File: config.mk
export PLATFORM = sky130hd
export DESIGN_NAME = alu_issue
export DESIGN_NICKNAME = d
export VERILOG_FILES = /design/src/rtl/alu_issue.sv
export SDC_FILE = /design/constraint.sdc
export NUM_CORES = 1
export LEC_CHECK = 0
export BUFFER_PORTS_ARGS = -buffer_cell sky130_fd_sc_hd__buf_2
export CAP_MARGIN = 20
export CORE_AREA = 2 2 272 274
export DETAILED_ROUTE_END_ITERATION = 6
export DIE_AREA = 0 0 274 276
export SLEW_MARGIN = 5
export SYNTH_ARGS = -nofsm -noshare
export SYNTH_HDL_FRONTEND = slang
export SYNTH_SLANG_ARGS = --single-unit
File: constraint.sdc
create_clock -name clk -period 9.86 [get_ports clk]
set_clock_uncertainty 0.2 [all_clocks]
set_input_delay 2.958 -clock clk [delete_from_list [all_inputs] [get_ports clk]]
set_output_delay 2.958 -clock clk [all_outputs]
set_load 0.1 [all_outputs]
File: src/rtl/alu_issue.sv
// Purpose : command FIFO feeding an external registered ALU. Results come back
//           as tagged, in-order responses.
// Latency : a legal op accepted into an empty idle block gives rsp_valid 3 edges
//           after the accept edge. An illegal op gives rsp_valid 1 edge after it.
// Backpr. : cmd_ready drops only when the FIFO is full. A response is held stable
//           until rsp_ready. The next command is dispatched on that same edge.
//
// Ports   : clk/rst_n (async active-low reset)
//           cmd_*     command in: valid/ready, op, a, b, tag
//           alu_*     registered ALU drive (instruction, a, b); alu_l1r is the result
//           rsp_*     response out: valid/ready, data, tag, err
//           busy      FIFO not empty or FSM not idle
// Config  : define ALU_ISSUE_MUL_EN to make opcode 1 (Mul) legal.
//           Without it, Mul returns an error response.
module alu_issue #(
    parameter int DEPTH = 4,
    parameter int TAG_W = 4
) (
    input  logic             clk,
    input  logic             rst_n,
    input  logic             cmd_valid,
    output logic             cmd_ready,
    input  logic [4:0]       cmd_op,
    input  logic [63:0]      cmd_a,
    input  logic [63:0]      cmd_b,
    input  logic [TAG_W-1:0] cmd_tag,
    output logic [4:0]       alu_instruction,
    output logic [63:0]      alu_a,
    output logic [63:0]      alu_b,
    input  logic [63:0]      alu_l1r,
    output logic             rsp_valid,
    input  logic             rsp_ready,
    output logic [63:0]      rsp_data,
    output logic [TAG_W-1:0] rsp_tag,
    output logic             rsp_err,
    output logic             busy
);

    localparam int               PTR_W    = $clog2(DEPTH);
    localparam logic [PTR_W:0]   FULL_CNT = (PTR_W + 1)'(DEPTH);
    localparam logic [4:0]       ALU_NOP  = 5'd31;

    typedef struct packed {
        logic [4:0]       op;
        logic [63:0]      a;
        logic [63:0]      b;
        logic [TAG_W-1:0] tag;
    } cmd_t;

    typedef enum logic [1:0] {
        IDLE    = 2'd0,
        ISSUE   = 2'd1,
        CAPTURE = 2'd2,
        RESP    = 2'd3
    } state_t;

    // Opcodes the ALU may be driven with; everything else becomes an error response.
    function automatic logic op_legal(input logic [4:0] op);
        logic ok;
        case (op)
            5'd0, 5'd2, 5'd3, 5'd4: ok = 1'b1;
`ifdef ALU_ISSUE_MUL_EN
            5'd1:                   ok = 1'b1;
`else
            5'd1:                   ok = 1'b0;
`endif
            default:                ok = 1'b0;
        endcase
        return ok;
    endfunction

    // ---------------------------------------------------------------- FIFO
    cmd_t             mem_q [DEPTH];
    logic [PTR_W-1:0] wr_ptr_q, rd_ptr_q;
    logic [PTR_W:0]   count_q, count_d;
    cmd_t             head;
    logic             push, pop;

    state_t           state_q;

    assign head      = mem_q[rd_ptr_q];
    assign cmd_ready = (count_q != FULL_CNT);
    assign push      = cmd_valid && cmd_ready;
    // The FSM takes the head when idle, or on the edge its response is accepted.
    assign pop       = (count_q != '0) &&
                       ((state_q == IDLE) || ((state_q == RESP) && rsp_ready));

    always_comb begin
        count_d = count_q;
        case ({push, pop})
            2'b10:   count_d = count_q + 1'b1;
            2'b01:   count_d = count_q - 1'b1;
            default: count_d = count_q;
        endcase
    end

    // Storage needs no reset: count_q alone decides which entries are live.
    always_ff @(posedge clk) begin
        if (push) begin
            mem_q[wr_ptr_q] <= '{op: cmd_op, a: cmd_a, b: cmd_b, tag: cmd_tag};
        end
    end

    always_ff @(posedge clk or negedge rst_n) begin
        if (!rst_n) begin
            wr_ptr_q <= '0;
            rd_ptr_q <= '0;
            count_q  <= '0;
        end else begin
            if (push) wr_ptr_q <= wr_ptr_q + 1'b1;
            if (pop)  rd_ptr_q <= rd_ptr_q + 1'b1;
            count_q <= count_d;
        end
    end

    // ---------------------------------------------------------------- FSM
    logic [4:0]       alu_op_q;
    logic [63:0]      alu_a_q, alu_b_q;
    logic             rsp_valid_q, rsp_err_q;
    logic [63:0]      rsp_data_q;
    logic [TAG_W-1:0] rsp_tag_q;

    always_ff @(posedge clk or negedge rst_n) begin
        if (!rst_n) begin
            state_q     <= IDLE;
            alu_op_q    <= ALU_NOP;
            alu_a_q     <= '0;
            alu_b_q     <= '0;
            rsp_valid_q <= 1'b0;
            rsp_data_q  <= '0;
            rsp_tag_q   <= '0;
            rsp_err_q   <= 1'b0;
        end else begin
            // The ALU bus carries a real operation only during ISSUE.
            alu_op_q <= ALU_NOP;
            alu_a_q  <= '0;
            alu_b_q  <= '0;
            case (state_q)
                IDLE, RESP: begin
                    if (pop) begin
                        rsp_tag_q <= head.tag;
                        if (op_legal(head.op)) begin
                            alu_op_q    <= head.op;
                            alu_a_q     <= head.a;
                            alu_b_q     <= head.b;
                            rsp_valid_q <= 1'b0;
                            state_q     <= ISSUE;
                        end else begin
                            rsp_data_q  <= '0;
                            rsp_err_q   <= 1'b1;
                            rsp_valid_q <= 1'b1;
                            state_q     <= RESP;
                        end
                    end else if ((state_q == IDLE) || rsp_ready) begin
                        rsp_valid_q <= 1'b0;
                        state_q     <= IDLE;
                    end
                end
                ISSUE: begin
                    state_q <= CAPTURE;
                end
                CAPTURE: begin
                    rsp_data_q  <= alu_l1r;
                    rsp_err_q   <= 1'b0;
                    rsp_valid_q <= 1'b1;
                    state_q     <= RESP;
                end
                default: begin
                    state_q <= IDLE;
                end
            endcase
        end
    end

    assign alu_instruction = alu_op_q;
    assign alu_a           = alu_a_q;
    assign alu_b           = alu_b_q;
    assign rsp_valid       = rsp_valid_q;
    assign rsp_data        = rsp_data_q;
    assign rsp_tag         = rsp_tag_q;
    assign rsp_err         = rsp_err_q;
    assign busy            = (count_q != '0) || (state_q != IDLE);

endmodule

==> results.toml <==
[synthesis]
ys_ff_latch = 760
syn-cell-area_mm2 = 0.0287
ys_seq_area_share_pct = 75.7
syn_avg_cell_area_um2 = 18.7
synth_nets = 1748
yosysWarnings = 0
synth_area_leaders = "edfxtp_1 57%, dfrtp_1 18%, mux4_2 11%, nor2b_1 2.8%, nand3_1 2.3%"
synth_top_area_share_pct = 57.3
synth_cell_types = 34
synth_cells = 1533
synth_largest_area_cell = "edfxtp_1"

[drt]
num_vias = 15700
drt-initial-drc-count = 1198
wl_per_cell_um = 22.3
drc_errors = 0
viasPerCell = 5.29
wirelength_um = 66300
ant_nets = 0
first_pass_iters = 5

[timing]
hold_violations = 0
tns_ps = 0
rsz0062_at_grt = "no"
slew_headroom_pct = 26.3
finalSetupViolCount = 0
max_freq_mhz = 193
post-route-min-period_ps = 5180
tightest_slew_ps = 1110
fin_crit_sh_pct = 52.5
maxSlewViolCount = 0

[floorplanning]
fp.dieH_um = 276
num_rows = 99
initial_core_util_pct = 39.6
core_mm2 = 0.0726
die_area_mm2 = 0.0756
die-width_um = 274
num_io_pins = 410

[setup_path]
cp_data_required_time_ps = 6700
crit_start = "count_q[1]"
r2r_start = "rd_ptr_q[1]"
cp.arrival_ps = 2020
cpPeakStageDelay_ps = 580
worst-path-max-fanout = 5
path_class = "reg2out"
regToRegSetupSlack_ps = 5660
critPathCaptureType = "output port"
cp_slowest_cell = "nor3_1"
start_kind = "flip-flop"
endpoint = "busy"
r2r.worst_path.cells = 6
cp_cell_sequence = "nor3_1 -> nand2_1 -> buf_2"
reg2reg_to = "rsp_data[34]"

[global_routing]
grt-busiest-layer = "met2"
grt_pass1_vias = 16300
gr-total-overflow = 0
use_met1_pct = 22.4
antenna_found_initial = 23
use_met2_pct = 28.4
groute.layer.met3.usage_pct = 5.96
grt_max_degree = 133
track_usage_pct = 17.5
grt_pass1_wl_um = 101000

[finish]
fin_util_pct = 47.8
final_common_cell = "edfxtp_1"
drive_gt1_share_pct = 36.1
fin_nets = 2152
area_growth_pct = 20.7
nFillCells = 6168
final_cell_mix = "548 x edfxtp_1, 408 x buf_2, 205 x dfrtp_1, 136 x mux4_2, 130 x nand3_1"

[place]
io_buffers = 409
hpwl_um = 38700
place.gp.congestion = 0.766

[clocking]
post-cts-setup-buffer-count = 0
cts_buffer_depth = 3
cts_sinks = 760
cts-root-buf = "clkbuf_16"
cts_buffers = 82
tritoncts = "yes"
clk_latency_ps = 620
ctsResizeCount = 0
clkTransAtPathRegs_ps = 60
cts-hold-fix-buffers = 0
htreeDepth = 3

[power_and_ir_drop]
ir_drop_mv = 0.349
p_per_area_mw_per_mm2 = 332
power_uw = 11500
cellLeakagePower_uw = 0.0130

[job]
maxCapViolCount = 0

[worst_hold_path]
hold_path.class = "reg2reg"

[status]
outcome = "finished clean"
-- flip-flops by register name, summed over array words and instances (netlist names) --
name / count
mem_q: 548
alu_a: 64
alu_b: 64
rsp_data: 64
alu_instruction: 5
rsp_tag: 4
count_q: 3
rd_ptr_q: 2
state_q: 2
wr_ptr_q: 2
rsp_err: 1
rsp_valid: 1
-- cell families after synthesis --
logic type / share of synthesized area, %
and+or+nand+nor: 7.56
xor gates and xnor gates: 0.183
adders and majority gates: 0.461
muxes: 10.9
AOI/OAI and AO/OA: 3.33
buffers and inverters: 1.80
DFF: 75.7
-- metrics by stage --
step                      worst slack, ps  instance area (um^2)  hold WS [ps]  std cells
final                                4680                 34700           307       2977
after global routing                 4580                 34700           322       2970
after CTS                            4660                 34600           311       2964
after detailed placement             4390                 31800           295       2811
after floorplan                      3000                 28700           264       1533
after global placement               4390                 31800           281       2810
-- critical path, delay by kind of cell, from the launching register on --
family / cells / cell delay [ps]
DFF: 1 / 400
and+or+nand+nor: 2 / 710
buffers and inverters: 1 / 330
-- worst min path at each step --
stage               start  slack [ps]    endpoint  cells after the start
6_report       rsp_tag[2]         310  rsp_tag[2]                      1
5_1_grt        count_q[2]         320  count_q[2]                      1
4_1_cts        rsp_tag[2]         310  rsp_tag[2]                      1
3_5_place_dp   rsp_tag[3]         290  rsp_tag[3]                      1
3_3_place_gp   count_q[2]         280  count_q[2]                      1
2_1_floorplan  count_q[2]         260  count_q[2]                      1
-- per-layer routing --
metal	routed length (um)	part of all wire (%)	up-vias
met4	1190	1.8	26
met1	26500	40	8179
li1	-	-	6938
met2	32800	50	484
met3	5640	8.5	109
met5	161	0.24	-
-- cell usage after synthesis --
library cell	number
nand2_1	4
a21oi_1	3
clkbuf_1	80
edfxtp_1	548
dfstp_2	5
o41a_1	1
buf_2	24
nor2b_1	129
mux2i_4	1
mux4_2	136
ha_1	9
mux2_2	5
dfrtp_1	207
o2111ai_1	65
xor2_1	3
inv_1	8
nand2b_1	2
fa_1	1
nor3_1	3
buf_1	6
or2_1	3
nand3_1	130
xnor2_1	3
nand4b_1	65
nor2_1	8
and3_1	4
and2_1	2
nor3b_1	1
nand3_2	1
a211o_1	1
o21ba_2	1
o21ai_0	67
a21boi_0	1
buf_4	6
-- report_power, final --
| part | total [uW] | switching (uW) | internal, uW |
|---|---|---|---|
| clock network | 3160 | 1230 | 1930 |
| registers | 4400 | 269 | 4130 |
| logic | 3950 | 2730 | 1220 |
-- final cells by class --
class                      count  area (um^2)  area share [%]
inverter                       8         30.0          0.0865
clock inverter                37          514            1.48
timing repair buffer         436         2290            6.61
antenna                       12         30.0          0.0865
tap                          959         1200            3.46
clock buffer                 116         2340            6.75
sequential                   760        21800            62.7
multi-input combinational    649         6520            18.8
Note: power is estimated with default switching activity, not from simulation.
